**src/rtl/alu_pipe.sv**
```systemverilog
// Two-stage pipelined ALU: S1 holds the accepted opcode and operands, S2 holds
// the registered results. Valid/ready on both sides, one operation per clock.
module alu_pipe #(
  parameter int WIDTH = 16
) (
  input  logic             clk,
  input  logic             rst_n,
  input  logic             in_valid,
  output logic             in_ready,
  input  logic [3:0]       operation,
  input  logic [WIDTH-1:0] readData0,
  input  logic [WIDTH-1:0] readData1,
  output logic             out_valid,
  input  logic             out_ready,
  output logic [WIDTH-1:0] result,
  output logic             taken,
  output logic             carry,
  output logic             illegal
);

  typedef enum logic [3:0] {
    OP_ADD   = 4'd0,
    OP_SUB   = 4'd1,
    OP_EVENU = 4'd2,
    OP_EVENL = 4'd3,
    OP_GTE   = 4'd4,
    OP_LTZ   = 4'd5,
    OP_EZ    = 4'd6,
    OP_EQ    = 4'd7,
    OP_NE    = 4'd8,
    OP_AND   = 4'd9,
    OP_OR    = 4'd10,
    OP_XOR   = 4'd11,
    OP_SLT   = 4'd12
  } op_e;

  logic             s1_valid;
  logic [3:0]       s1_op;
  logic [WIDTH-1:0] s1_a;
  logic [WIDTH-1:0] s1_b;

  logic             accept;
  logic             s1_advance;
  logic [WIDTH:0]   sum_ext;
  logic [WIDTH:0]   diff_ext;

  logic [WIDTH-1:0] nx_result;
  logic             nx_taken;
  logic             nx_carry;
  logic             nx_illegal;

  // S1 may move into S2 whenever S2 is empty or is being drained this cycle.
  assign s1_advance = s1_valid && (!out_valid || out_ready);
  assign in_ready   = !s1_valid || s1_advance;
  assign accept     = in_valid && in_ready;

  // The extra top bit is the carry for add and the borrow (A<B) for sub.
  assign sum_ext  = {1'b0, s1_a} + {1'b0, s1_b};
  assign diff_ext = {1'b0, s1_a} - {1'b0, s1_b};

  always_comb begin
    // NOTE: every output of this block gets a default first, so no path
    // through the case statement can infer a latch.
    nx_result  = '0;
    nx_taken   = 1'b0;
    nx_carry   = 1'b0;
    nx_illegal = 1'b0;
    case (s1_op)
      OP_ADD:   begin nx_result = sum_ext[WIDTH-1:0];  nx_carry = sum_ext[WIDTH];  end
      OP_SUB:   begin nx_result = diff_ext[WIDTH-1:0]; nx_carry = diff_ext[WIDTH]; end
      OP_EVENU: nx_result[0] = ~^s1_a[WIDTH-1:WIDTH/2];
      OP_EVENL: nx_result[0] = ~^s1_a[WIDTH/2-1:0];
      OP_GTE:   nx_taken = (s1_a >= s1_b);
      OP_LTZ:   nx_taken = s1_a[WIDTH-1];
      OP_EZ:    nx_taken = (s1_a == '0);
      OP_EQ:    nx_taken = (s1_a == s1_b);
      OP_NE:    nx_taken = (s1_a != s1_b);
      OP_AND:   nx_result = s1_a & s1_b;
      OP_OR:    nx_result = s1_a | s1_b;
      OP_XOR:   nx_result = s1_a ^ s1_b;
      OP_SLT:   nx_taken = ($signed(s1_a) < $signed(s1_b));
      default:  nx_illegal = 1'b1;
    endcase
  end

  // NOTE: the S1 operand registers carry no reset; they are only observed
  // while s1_valid is set, and s1_valid itself is reset.
  always_ff @(posedge clk) begin
    if (accept) begin
      s1_op <= operation;
      s1_a  <= readData0;
      s1_b  <= readData1;
    end
  end

  // NOTE: sequential state is updated with non-blocking assignments only, so
  // every register samples values from before the edge.
  always_ff @(posedge clk) begin
    if (!rst_n) begin
      s1_valid  <= 1'b0;
      out_valid <= 1'b0;
      result    <= '0;
      taken     <= 1'b0;
      carry     <= 1'b0;
      illegal   <= 1'b0;
    end else begin
      if (accept)
        s1_valid <= 1'b1;
      else if (s1_advance)
        s1_valid <= 1'b0;

      // Results load only on advance, so they hold under backpressure.
      if (s1_advance) begin
        out_valid <= 1'b1;
        result    <= nx_result;
        taken     <= nx_taken;
        carry     <= nx_carry;
        illegal   <= nx_illegal;
      end else if (out_ready) begin
        out_valid <= 1'b0;
      end
    end
  end

endmodule

```
**config.mk**
```make
export PLATFORM = sky130hd
export DESIGN_NAME = alu_pipe
export DESIGN_NICKNAME = d
export VERILOG_FILES = /design/src/rtl/alu_pipe.sv
export SDC_FILE = /design/constraint.sdc
export NUM_CORES = 1
export LEC_CHECK = 0
export ABC_AREA = 1
export ABC_CLOCK_PERIOD_IN_PS = 2200
export CAP_MARGIN = 20
export CORE_MARGIN = 2
export CORE_UTILIZATION = 57
export DETAILED_ROUTE_END_ITERATION = 8
export GPL_ROUTABILITY_DRIVEN = 0
export PLACE_DENSITY = 0.93
export SLEW_MARGIN = 20
export SYNTH_ARGS = -nofsm -noshare
export SYNTH_HDL_FRONTEND = slang
export SYNTH_SLANG_ARGS = --single-unit
```
**constraint.sdc**
```tcl
create_clock -name clk -period 2.2 [get_ports clk]
set_input_delay 0.22 -clock clk [delete_from_list [all_inputs] [get_ports clk]]
set_output_delay 0.22 -clock clk [all_outputs]
set_load 0.03 [all_outputs]
```
Word-level counts from Yosys, hierarchy flattened:

Index checks and enable logic that the tools add are counted.

* register bits after elaboration: 57
* latch bits: 0
* RAM bits: 0
* bits in read-only memories: 0
* input bits: 40
* output and inout bits: 21
* word-level logic and storage cells: 52
* memories: 0

* $add $sub $neg: 2
* multiply operators: 0
* divide/modulo/power cells: 0
* magnitude comparators: 2
* equal/unequal tests: 14
* shift operators: 0
* muxes and demuxes: 9
* bitwise gates (word level): 3
* reduce and logical (&&, ||, !) cells: 13

Operator list (count)
* $pmux 15 s5: 1
* $eq 4x4->1 const B: 5
* $add 16x16->17: 1
* $sub 16x16->17: 1
* $and 16x16->16: 1
* $eq 16x16->1: 1
* $eq 4x3->1 const B: 4
* $ge 16x16->1: 1
* $logic_not 16->1: 1
* $lt 16x16->1: 1
* $ne 16x16->1: 1
* $or 16x16->16: 1
* $reduce_xnor 8->1: 2
* $xor 16x16->16: 1
* $reduce_or 13->1: 1
* $eq 4x2->1 const B: 2
* $pmux 1 s7: 1
* $pmux 1 s6: 1
* $mux 1: 5
* $eq 4x1->1 const B: 1
* $logic_not 4->1: 1
* $reduce_bool 2->1: 2
* $logic_and 1x1->1: 2
* $logic_not 1->1: 2
* other kinds (2): 3

Longest topological paths before layout:

Gate-level depths: netlist (run 1).

* word-level depth: 6
* mapped depth: 16
* depth with buffers taken out: 15

Least setup slack after synthesis (run 1):

Ideal clock, no wire load.

* path kind: flip-flop to flip-flop
* start: register out_valid
* end: register s1_a[0] (enable)
* setup time: 0.391 ns
* arrival: 1.579 ns
* required time: 1.809 ns
* setup slack: 0.230 ns
* cell stages (with the launch flop): 4
* buffers on the path: 0
* period minus slack after synthesis: 1.970 ns
* path through: dfxtp_1 nand3_1 nand2_1 inv_1

* word-level cells in the longest chain between the ends: 5

Ends and longest elaborated chain
* start, declared: line 13 `output logic out_valid,`
* start signal, assigned: line 101 `out_valid <= 1'b0;`
* start signal, assigned: line 114 `out_valid <= 1'b1;`
* start signal, assigned: line 120 `out_valid <= 1'b0;`
* $logic_not 1->1: line 53 `assign s1_advance = s1_valid && (!out_valid || out_ready);`
* $logic_or 1x1->1: line 53
* $logic_and 1x1->1: line 53
* $logic_or 1x1->1: line 54 `assign in_ready = !s1_valid || s1_advance;`
* named net in_ready: line 9 `output logic in_ready,`
* $logic_and 1x1->1: line 55 `assign accept = in_valid && in_ready;`
* named net accept: line 42 `logic accept;`
* end signal, assigned: line 91 `s1_a <= readData0;`
* end, declared: line 39 `logic [WIDTH-1:0] s1_a;`

The timed path passes the listed nets, and every way through them passes these cells.
A chain may end at the register's enable or synchronous reset.

Worst setup path in the final report (run 1):

* start: register s1_b[2]
* end: register result[5]

* word-level cells in the longest chain between the ends: 2
* elaborated cells on any way between the ends: 3
* those cells by class: add/sub: 2; mux: 1

Ends and longest elaborated chain
* start, declared: line 40 `logic [WIDTH-1:0] s1_b;`
* start signal, assigned: line 92 `s1_b <= readData1;`
* $sub 16x16->17 or $add 16x16->17 (tied branches): line 59, 58
* $pmux 15 s5 *: line 68 `case (s1_op)`
* end signal, assigned: line 115 `result <= nx_result;`
* end, declared: line 15 `output logic [WIDTH-1:0] result,`

Mark *: on every way between the ends. The rest lies on a longest branch, timed or not.

==> impl_metrics.py, run 1 <==
metrics = {
    "status": {
        "outcome": "finished, violations left",
        "violations": "DRC",
    },
    "power_and_ir_drop": {
        "clkPwrFrac_pct": 29.5,
        "switching_share_pct": 34.7,
        "p_int_w": 0.00210,
        "netSwitchingPower_w": 0.00111,
        "pwr-share-seq_pct": 38.6,
        "pwr-share-comb_pct": 31.9,
        "power_w": 0.00321,
        "pwr_density_cell_nw_per_um2": 532,
        "peakVddDrop_v": 0.000363,
        "leakage_nw": 2.93,
    },
    "floorplan": {
        "pin_count": 61,
        "die_w_microns": 96.4,
        "core_sq_um": 8260,
        "row_count": 33,
        "die_area_sq_um": 9290,
        "initial_utilization_pct": 58.9,
        "die_h_microns": 96.4,
    },
    "synth": {
        "ys_ff_latch": 57,
        "synthCells": 702,
        "synth_edf_count": 36,
        "yosys_warnings": 0,
        "ys_types": 39,
        "syn-num-nets": 801,
        "syn_area_sq_um": 4860,
        "syn_avg_cell_area_sq_um": 6.93,
        "synth-async-reset-ratio_pct": 0,
        "ys.flop_type": "edfxtp_1",
        "yosysSeqAreaShare_pct": 30.9,
    },
    "critical_path": {
        "ff2ff_path_depth": 13,
        "required_ns": 2.48,
        "cpLargestDelayFamily": "simple AND/OR/NAND/NOR gates",
        "end_kind": "flip-flop",
        "worst-path-stages": 13,
        "cp_num_buf_inv": 3,
        "cpPeakStageDelay_ns": 0.41,
        "crit_path_frequent_cell": "nand2_1",
        "slowest_stage": "edfxtp_1",
        "crit_type": "flip-flop to flip-flop",
        "cp-start-kind": "flip-flop",
        "path_max_fanout": 8,
        "worstPathArrival_ns": 2.43,
        "path_cells": "inv_1 > ha_4 > inv_1 > nand2_1 > nand2_1 > nand2_1 > nand3b_1 > buf_4 > o21ai_0 > a21oi_1 > nand2_1 > nand2_1 > a21oi_1",
    },
    "clock_tree": {
        "cts_root_buf": "clkbuf_8",
        "postCtsHoldBufs": 0,
        "clk_pin_slew_ns": 0.08,
        "clock_latency_ns": 0.36,
        "cts_made_buffers": 9,
        "cts_buffer_depth": 2,
        "cts_tree": "done",
        "cts.htree.levels": 3,
        "cts.sinks": 57,
    },
    "finish": {
        "area_growth_pct": 23.9,
        "drive_above_1_share_pct": 12.5,
        "layout_common_cells": "nand2_1 (211), inv_1 (117), clkdlybuf4s50_1 (60)",
        "final_area_sq_um": 6030,
        "mostFrequentLayoutCell": "nand2_1",
        "diodes": 0,
        "final.fill_count": 580,
        "finish.utilization_pct": 73.0,
        "finalNetCount": 882,
    },
    "sta": {
        "hold_viol_final": 0,
        "finalCritPeriodShare_pct": 97.5,
        "setup_tns_ns": 0,
        "slew_headroom_pct": 72.9,
        "worst_pin_slew_ns": 0.402,
        "max_freq_ghz": 0.466,
        "setup_violations": 0,
        "skew_ns": 0.0168,
        "slew_viol_final": 0,
        "period_minus_slack_ns": 2.15,
        "rsz0062_at_grt": "yes",
    },
    "drt": {
        "via_per_inst": 6.01,
        "drt_iter0_markers": 1293,
        "wl_per_cell_microns": 16.8,
        "drc": 42,
        "antenna_left": 0,
        "vias": 5364,
        "drt_pass1_iterations": 9,
        "wl_microns": 15000,
    },
    "grt": {
        "antenna_found_initial": 0,
        "grt_max_degree": 37,
        "grt_pass1_wl_microns": 21600,
        "grt_pass1_vias": 4798,
        "grt_remaining_overflow": 0,
        "grt.total_usage_pct": 30.6,
    },
    "worst_hold_path": {
        "min_path_cells": 1,
        "hold_path.class": "primary input to flip-flop",
    },
    "placed_design": {
        "dp_hpwl_microns": 10500,
        "portBuffers": 60,
        "postPlaceCellArea_sq_um": 5630,
    },
    "run": {
        "drv_cap": 0,
    },
}
==> metal layers <==
layer / vias up / part of all wire (%) / GRT usage (%)
li1: 2404 / - / -
met1: 2296 / 35 / 36.5
met2: 515 / 43 / 47.7
met3: 149 / 15 / 9.48
met4: 0 / 7.7 / 19.1
met5: - / 0 / 0
==> layout make-up <==
type / count / area [sq um] / share of cell area [%]
Multi-Input combinational cell: 502 / 2930 / 48.6
Sequential cell: 57 / 1500 / 24.9
Timing Repair Buffer: 87 / 816 / 13.5
Inverter: 126 / 474 / 7.87
Tap cell: 105 / 131 / 2.18
Clock buffer: 10 / 128 / 2.12
Clock inverter: 5 / 47.5 / 0.789
==> cell usage after synthesis (3+ instances only) <==
master | n | area (sq um)
dfxtp_1 | 21 | 420
ha_1 | 57 | 713
nand2_2 | 6 | 37.5
nor2_2 | 4 | 25.0
a221oi_1 | 3 | 26.3
o22ai_1 | 12 | 75.1
a21oi_1 | 51 | 255
edfxtp_1 | 36 | 1080
nand3_1 | 55 | 275
inv_1 | 119 | 447
buf_2 | 4 | 20.0
a31oi_1 | 3 | 18.8
buf_4 | 7 | 52.6
nor2_1 | 37 | 139
nand4_1 | 3 | 18.8
o21ai_0 | 19 | 95.1
a21oi_2 | 3 | 26.3
nor3_1 | 4 | 20.0
o211ai_1 | 3 | 22.5
buf_6 | 3 | 33.8
inv_2 | 5 | 18.8
nand2_1 | 218 | 818
nand3b_1 | 5 | 37.5
==> sequential cells by signal, indices dropped and copies added (netlist names) <==
signal     count
result        16
s1_a          16
s1_b          16
s1_op          4
carry          1
illegal        1
out_valid      1
s1_valid       1
taken          1
==> metrics by stage <==
stage / cells / worst slack, ns / hold slack, ns
2_1_floorplan: 702 / 0.230 / 0.319
3_3_place_gp: 869 / 0.132 / 0.452
3_5_place_dp: 869 / 0.0389 / 0.458
4_1_cts: 884 / 0.0109 / 0.408
5_1_grt: 892 / -0.0830 / 0.408
6_report: 892 / 0.0539 / 0.403
==> worst paths after layout <==
check / start / endpoint / slack [ns]
worst max register to register: s1_b[2] / result[5] / 0.05
worst min-delay path: readData0[3] / s1_a[3] / 0.40
worst min register to register: result[7] / result[7] / 0.46
worst max-delay path: s1_b[2] / result[5] / 0.05
==> power by group through the flow <==
stage / sequential [W] / combinational, W / clock [W]
global route: 0.00124 / 0.00109 / 0.000989
CTS: 0.00124 / 0.000888 / 0.000938
floorplan: 0.00128 / 0.000559 / 0
detailed placement: 0.00126 / 0.000879 / 0
global placement: 0.00125 / 0.000850 / 0
finish: 0.00124 / 0.00102 / 0.000947
==> repair_timing <==
item / 4_1_cts / 5_1_grt
gates resized for setup: 0 / 44
buffers inserted: 0 / 8
endpoints found under the setup margin: 0 / 12
==> kinds of logic after synthesis <==
group,count (synthesis),synth area share (%)
simple gates,340,29.3
fa+ha+maj,59,15.5
xor+xnor,4,0.721
flops,57,30.9
compound gates,99,11.4
buf+inv,143,12.2
(Power assumes the default switching activity.)
==> inputs of run 2 (changes only) <==
- CTS_CLUSTER_SIZE: default -> 10
==> results of run 2 <==
Same layout as run 1: the final DEF is identical, and so are final timing and power.
